**src/rtl/bp_pht_ctrl_if.sv**
```systemverilog
// Port bundle between bp_pht_ctrl (master) and its fetch/execute/table environment (slave).
// Handshakes: a transfer happens on a rising clk edge where valid & ready are both high; valid never waits on ready.
interface bp_pht_ctrl_if #(
  parameter int w_ind = 4,
  parameter int DEPTH = 4,
  parameter int w_pc  = 32
);
  localparam int w_cnt = $clog2(DEPTH) + 1;

  logic             en;
  logic             br_valid;
  logic [w_pc-1:0]  br_pc;
  logic             br_ready;
  logic             pred_valid;
  logic             pred_taken;
  logic             res_valid;
  logic             res_taken;
  logic             res_ready;
  logic             mispredict;
  logic [w_cnt-1:0] inflight;
  logic             pht_en;
  logic             pht_predict;
  logic             pht_resolve;
  logic             pht_incr;
  logic             pht_decr;
  logic [w_ind-1:0] pht_index;
  logic             pht_final_pred;
  logic             pht_pred_valid;

  modport master (
    input  en, br_valid, br_pc, res_valid, res_taken, pht_final_pred, pht_pred_valid,
    output br_ready, pred_valid, pred_taken, res_ready, mispredict, inflight,
           pht_en, pht_predict, pht_resolve, pht_incr, pht_decr, pht_index
  );

  modport slave (
    output en, br_valid, br_pc, res_valid, res_taken, pht_final_pred, pht_pred_valid,
    input  br_ready, pred_valid, pred_taken, res_ready, mispredict, inflight,
           pht_en, pht_predict, pht_resolve, pht_incr, pht_decr, pht_index
  );
endinterface

```
**src/rtl/bp_pht_ctrl.sv**
```systemverilog
// Pattern-history-table initiator: predicts via the table, tracks in-flight predictions, issues counter updates.
// Optional gshare indexing and global history register enabled by defining BP_GSHARE_EN.
module bp_pht_ctrl #(
  parameter int w_ind = 4,
  parameter int DEPTH = 4,
  parameter int w_pc  = 32
) (
  input  logic             clk,
  input  logic             rst,
  bp_pht_ctrl_if.master    bus,
  output logic [1:0]       state_dbg,
  output logic [w_ind-1:0] ghr_dbg
);
  localparam int AW = $clog2(DEPTH);
  localparam int CW = $clog2(DEPTH) + 1;

  typedef enum logic [1:0] {
    IDLE = 2'd0,
    PRED = 2'd1,
    WAIT = 2'd2,
    UPD  = 2'd3
  } state_t;

  state_t           state;
  logic [w_ind-1:0] cap_idx;
  logic             res_taken_q;
  logic             pred_valid_q;
  logic             pred_taken_q;
  logic             mispredict_q;

  logic [w_ind-1:0] q_idx  [DEPTH];
  logic             q_pred [DEPTH];
  logic [AW-1:0]    wr_ptr;
  logic [AW-1:0]    rd_ptr;
  logic [CW-1:0]    count;

  logic             res_ready_c;
  logic             br_ready_c;
  logic             res_fire;
  logic             br_fire;
  logic             push;
  logic [w_ind-1:0] req_idx;
  logic [w_ind-1:0] head_idx;
  logic             head_pred;
  logic             head_miss;

  wire unused_pc_bits = &{1'b0, bus.br_pc[w_pc-1:w_ind+2], bus.br_pc[1:0]};

`ifdef BP_GSHARE_EN
  logic [w_ind-1:0] ghr;
  logic [w_ind-1:0] q_ghr [DEPTH];
  assign req_idx = bus.br_pc[w_ind+1:2] ^ ghr;
  assign ghr_dbg = ghr;
`else
  assign req_idx = bus.br_pc[w_ind+1:2];
  assign ghr_dbg = '0;
`endif

  // Outcomes win over new requests, so br_ready drops whenever an outcome is being taken this cycle.
  assign res_ready_c = rst & bus.en & (state == IDLE) & (count != '0);
  assign br_ready_c  = rst & bus.en & (state == IDLE) & (count < CW'(DEPTH))
                       & ~(bus.res_valid & res_ready_c);
  assign res_fire    = bus.res_valid & res_ready_c;
  assign br_fire     = bus.br_valid & br_ready_c;
  assign push        = rst & (state == WAIT) & bus.pht_pred_valid;

  assign head_idx  = q_idx[rd_ptr];
  assign head_pred = q_pred[rd_ptr];
  assign head_miss = (res_taken_q != head_pred);

  always_ff @(posedge clk) begin
    if (push) begin
      q_idx[wr_ptr]  <= cap_idx;
      q_pred[wr_ptr] <= bus.pht_final_pred;
`ifdef BP_GSHARE_EN
      q_ghr[wr_ptr]  <= ghr;
`endif
    end
  end

  always_ff @(posedge clk) begin
    if (!rst) begin
      state        <= IDLE;
      cap_idx      <= '0;
      res_taken_q  <= 1'b0;
      pred_valid_q <= 1'b0;
      pred_taken_q <= 1'b0;
      mispredict_q <= 1'b0;
      wr_ptr       <= '0;
      rd_ptr       <= '0;
      count        <= '0;
`ifdef BP_GSHARE_EN
      ghr          <= '0;
`endif
    end else begin
      pred_valid_q <= 1'b0;
      mispredict_q <= 1'b0;
      case (state)
        IDLE: begin
          if (res_fire) begin
            res_taken_q <= bus.res_taken;
            state       <= UPD;
          end else if (br_fire) begin
            cap_idx <= req_idx;
            state   <= PRED;
          end
        end
        PRED: state <= WAIT;
        WAIT: begin
          if (bus.pht_pred_valid) begin
            wr_ptr       <= wr_ptr + 1'b1;
            count        <= count + 1'b1;
            pred_taken_q <= bus.pht_final_pred;
            pred_valid_q <= 1'b1;
`ifdef BP_GSHARE_EN
            ghr          <= {ghr[w_ind-2:0], bus.pht_final_pred};
`endif
            state        <= IDLE;
          end
        end
        UPD: begin
          // A wrong head invalidates every younger speculative entry, so the queue empties.
          if (head_miss) begin
            mispredict_q <= 1'b1;
            rd_ptr       <= wr_ptr;
            count        <= '0;
`ifdef BP_GSHARE_EN
            ghr          <= {q_ghr[rd_ptr][w_ind-2:0], res_taken_q};
`endif
          end else begin
            rd_ptr <= rd_ptr + 1'b1;
            count  <= count - 1'b1;
          end
          state <= IDLE;
        end
        default: state <= IDLE;
      endcase
    end
  end

  assign bus.br_ready    = br_ready_c;
  assign bus.res_ready   = res_ready_c;
  assign bus.pred_valid  = pred_valid_q;
  assign bus.pred_taken  = pred_taken_q;
  assign bus.mispredict  = mispredict_q;
  assign bus.inflight    = count;

  assign bus.pht_en      = (state == PRED) | (state == UPD);
  assign bus.pht_predict = (state == PRED);
  assign bus.pht_resolve = (state == UPD);
  assign bus.pht_incr    = (state == UPD) & res_taken_q;
  assign bus.pht_decr    = (state == UPD) & ~res_taken_q;
  assign bus.pht_index   = (state == PRED) ? cap_idx :
                           (state == UPD)  ? head_idx : '0;

  assign state_dbg = state;
endmodule

```
**src/flat_wrapper.sv**
```systemverilog
// flat-port wrapper written by rule: the top's interface ports become plain ports
module bp_pht_ctrl_flat 
#(
  parameter int w_ind = 4,
  parameter int DEPTH = 4,
  parameter int w_pc  = 32
)
  (clk, rst, state_dbg, ghr_dbg, bus_en, bus_br_valid, bus_br_pc, bus_res_valid, bus_res_taken, bus_pht_final_pred, bus_pht_pred_valid, bus_br_ready, bus_pred_valid, bus_pred_taken, bus_res_ready, bus_mispredict, bus_inflight, bus_pht_en, bus_pht_predict, bus_pht_resolve, bus_pht_incr, bus_pht_decr, bus_pht_index);
  bp_pht_ctrl_if #(.w_ind(w_ind), .DEPTH(DEPTH), .w_pc(w_pc)) bus_i ();
  input  logic clk;
  input  logic rst;
  output logic [1:0] state_dbg;
  output logic [w_ind-1:0] ghr_dbg;
  input wire logic [$bits(bus_i.en)-1:0] bus_en;
  input wire logic [$bits(bus_i.br_valid)-1:0] bus_br_valid;
  input wire logic [$bits(bus_i.br_pc)-1:0] bus_br_pc;
  input wire logic [$bits(bus_i.res_valid)-1:0] bus_res_valid;
  input wire logic [$bits(bus_i.res_taken)-1:0] bus_res_taken;
  input wire logic [$bits(bus_i.pht_final_pred)-1:0] bus_pht_final_pred;
  input wire logic [$bits(bus_i.pht_pred_valid)-1:0] bus_pht_pred_valid;
  output wire logic [$bits(bus_i.br_ready)-1:0] bus_br_ready;
  output wire logic [$bits(bus_i.pred_valid)-1:0] bus_pred_valid;
  output wire logic [$bits(bus_i.pred_taken)-1:0] bus_pred_taken;
  output wire logic [$bits(bus_i.res_ready)-1:0] bus_res_ready;
  output wire logic [$bits(bus_i.mispredict)-1:0] bus_mispredict;
  output wire logic [$bits(bus_i.inflight)-1:0] bus_inflight;
  output wire logic [$bits(bus_i.pht_en)-1:0] bus_pht_en;
  output wire logic [$bits(bus_i.pht_predict)-1:0] bus_pht_predict;
  output wire logic [$bits(bus_i.pht_resolve)-1:0] bus_pht_resolve;
  output wire logic [$bits(bus_i.pht_incr)-1:0] bus_pht_incr;
  output wire logic [$bits(bus_i.pht_decr)-1:0] bus_pht_decr;
  output wire logic [$bits(bus_i.pht_index)-1:0] bus_pht_index;
  assign bus_i.en = bus_en;
  assign bus_i.br_valid = bus_br_valid;
  assign bus_i.br_pc = bus_br_pc;
  assign bus_i.res_valid = bus_res_valid;
  assign bus_i.res_taken = bus_res_taken;
  assign bus_i.pht_final_pred = bus_pht_final_pred;
  assign bus_i.pht_pred_valid = bus_pht_pred_valid;
  assign bus_br_ready = bus_i.br_ready;
  assign bus_pred_valid = bus_i.pred_valid;
  assign bus_pred_taken = bus_i.pred_taken;
  assign bus_res_ready = bus_i.res_ready;
  assign bus_mispredict = bus_i.mispredict;
  assign bus_inflight = bus_i.inflight;
  assign bus_pht_en = bus_i.pht_en;
  assign bus_pht_predict = bus_i.pht_predict;
  assign bus_pht_resolve = bus_i.pht_resolve;
  assign bus_pht_incr = bus_i.pht_incr;
  assign bus_pht_decr = bus_i.pht_decr;
  assign bus_pht_index = bus_i.pht_index;
  bp_pht_ctrl #(.w_ind(w_ind), .DEPTH(DEPTH), .w_pc(w_pc)) u_core (.clk(clk), .rst(rst), .bus(bus_i), .state_dbg(state_dbg), .ghr_dbg(ghr_dbg));
endmodule
```
**config.mk**
```make
export PLATFORM = sky130hd
export DESIGN_NAME = bp_pht_ctrl_flat
export DESIGN_NICKNAME = d
export VERILOG_FILES = /design/src/rtl/bp_pht_ctrl_if.sv /design/src/rtl/bp_pht_ctrl.sv /design/src/flat_wrapper.sv
export SDC_FILE = /design/constraint.sdc
export NUM_CORES = 1
export LEC_CHECK = 0
export BUFFER_PORTS_ARGS = -buffer_cell sky130_fd_sc_hd__buf_2
export CAP_MARGIN = 20
export CORE_UTILIZATION = 49
export CTS_CLUSTER_SIZE = 25
export DETAILED_ROUTE_END_ITERATION = 7
export PLACE_DENSITY = 0.8
export SLEW_MARGIN = 5
export SYNTH_ARGS = -nofsm -noshare
export SYNTH_HDL_FRONTEND = slang
export SYNTH_SLANG_ARGS = --single-unit
```
**constraint.sdc**
```tcl
create_clock -name clk -period 2.16 [get_ports clk]
set_input_delay 0.216 -clock clk [delete_from_list [all_inputs] [get_ports clk]]
set_output_delay 0.216 -clock clk [all_outputs]
set_load 0.005 [all_outputs]
```
==> reports/qor.yml <==
status: "completed"
synth_cell_type_count: 33
design.core.area_um2: 3390
start_kind: "register"
setup-tns-final_ps: 0
path_delay_family: "multiplexers"
yosys_warnings: 0
cts_buffers: 5
max_freq_ghz: 0.504
start_util_pct: 51.6
grt_start_max_net_pins: 17
drt-initial-drc-count: 24
drt-vias-per-instance: 5.04
instances_no_fill: 221
path_cells: "mux4_1 > mux2i_1 > nor2b_1 > buf_2"
p_leak_uw: 0.000874
detailed_place_hpwl_um: 2380
synth_cells: 142
placed_area_um2: 1920
cp.arrival_ps: 1770
drive_above_1_share_pct: 23.4
synth.largest_area_cell: "edfxtp_1"
synth_area_um2: 1750
synth_seq_cells: 39
dieArea_um2: 3820
critical-path-max-stage-delay_ps: 600
cts_resized: 0
path_class: "register to primary output"
synth_edf_count: 20
end_kind: "primary output"
clockBufferDepth: 2
area_growth_pct: 14.2
hold_class: "input pin to register"
multi_input_area_um2: 691
rsz0062_at_grt: "false"
die_x_um: 61.8
drc: 0
synthArstFlopShare_pct: 0
wl_um: 3170
cts_tree: "built"
nFillCells: 272
finalCriticalPeriod_ps: 1980
track_usage_pct: 19.4
insertedDiodeCount: 0
ys_seq_area_share_pct: 56.0
grt_pass1_vias: 1020
rows: 21
skew_ps: 17.8
synthAdderAreaFrac_pct: 5.00
cp.required_ps: 1940
clk_pin_slew_ps: 110
syn_avg_cell_area_um2: 12.3
yosysMostFrequentCell: "edfxtp_1"
path_max_fanout: 5
cts_setup_buffers: 0
cts_root_buffer: "clkbuf_4"
htreeDepth: 2
maxSlewViolCount: 0
regArea_um2: 981
p_total_uw: 1510
wire_per_inst_um: 14.3
synth_compound_gate_area_share_pct: 4.65
p_per_area_nw_per_um2: 753
io_buffers: 30
ant_nets: 0
clock_latency_ps: 340
final.period_utilization_pct: 91.9
synth_ff_type: "edfxtp_1"
die_h_um: 61.8
grt_antenna_before_repair: 0
synthSimpleGateAreaFrac_pct: 13.5
worst_path_max_delay_cell: "mux4_1"
drv_cap: 0
netlist.area_leader.share_pct: 34.3
clkSinkCount: 39
synth_top_family_by_area: "simple AND/OR/NAND/NOR gates"
whs_ps: 99.3
dp.cells: 213
path_buf_inv: 1
synth_area_leaders: "edfxtp_1 (34%), dfxtp_1 (22%), mux4_1 (6.0%), mux2i_1 (5.7%), ha_1 (5.0%)"
vias: 1113
grt.overflow.total: 0
grt_first_pass_wirelength_um: 5040
setup_viol: 0
cts.hold.buffers_added: 0
first_pass_iters: 4
synthMuxAreaShare_pct: 13.0
place_congestion: 0.756
io_pins: 63
synth-xor-area-share_pct: 2.43
ir_drop_mv: 0.475
stdcell_area_um2: 2000
yosys-top-cells-count: "edfxtp_1 (20), dfxtp_1 (19), nor2_1 (14)"
fin_nets: 221
final-hold-violation-count: 0
[state kept, by name, indices dropped and copies added (netlist names), named ones only]
| signal | cells |
|---|---|
| u_core.q_idx | 16 |
| u_core.cap_idx | 4 |
| u_core.q_pred | 4 |
| u_core.bus.inflight | 3 |
| u_core.rd_ptr | 2 |
| u_core.state_dbg | 2 |
| u_core.wr_ptr | 2 |
| u_core.bus.mispredict | 1 |
| u_core.bus.pred_taken | 1 |
| u_core.bus.pred_valid | 1 |
| u_core.res_taken_q | 1 |
[routing by layer]
layer	vias up	share of wire [%]	GRT usage (%)
met5	-	0	0
met4	0	1.5	7.62
met3	5	4.3	4.97
met2	28	50	30.7
met1	523	44	25.7
li1	557	-	-
[layout make-up]
type / instances / area share, %
clock buffer: 7 / 2.25
tap: 46 / 2.88
timing repair buffer: 32 / 8.26
clock inverter: 1 / 1.50
inverter: 8 / 1.50
multi-input combinational: 88 / 34.5
sequential: 39 / 49.1
[power by group]
part	total, µW	leakage [µW]	internal, µW	switching (µW)
sequential	840	0.000338	804	35.7
combinational	205	0.000497	101	104
clock	460	0.0000395	246	215
total	1510	0.000874	1150	355
[cell families (layout without fill, tap and decap cells)]
logic type	Yosys count	in the layout
and+or+nand+nor	45	45
DFF	39	39
buffers and inverters	18	48
muxes	15	15
AOI/OAI and AO/OA	13	13
adders and majority gates	7	7
xor gates and xnor gates	4	4
other	1	4
[stage by stage]
| step | setup slack, ps | util, % |
|---|---|---|
| 2_1_floorplan | 490 | - |
| 3_3_place_gp | 293 | 56.8 |
| 3_5_place_dp | 220 | 56.8 |
| 4_1_cts | 125 | 59.0 |
| 5_1_grt | 54.2 | 59.0 |
| 6_report | 175 | 59.0 |
[layout by cell type, fill, tap and decap left out, types with 3 or more instances in the layout]
master | Yosys | layout
a21oi_1 | 4 | 4
and3_1 | 8 | 8
buf_2 | 0 | 30
clkbuf_4 | 0 | 5
conb_1 | 1 | 4
dfxtp_1 | 19 | 19
edfxtp_1 | 20 | 20
ha_1 | 7 | 7
inv_1 | 8 | 8
mux2i_1 | 10 | 10
mux4_1 | 4 | 4
nand2_1 | 7 | 7
nand3_1 | 3 | 3
nor2_1 | 14 | 14
nor2b_1 | 5 | 5
o21ai_0 | 4 | 4
xnor2_1 | 3 | 3
[tightest hold or removal path: stages]
cell     delay [ps]
buf_2            70
mux2i_1          50
nor2_1           70
[worst paths after layout]
path	start	to	slack, ps	cells after the start
setup reg to reg	register	u_core.rd_ptr[0]	230	4
hold / removal	bus_br_pc[3]	u_core.cap_idx[1]	100	3
hold reg to reg	u_core.rd_ptr[0]	register	520	2
setup / recovery	register	bus_pht_index[1]	180	4
(Power assumes the default switching activity.)
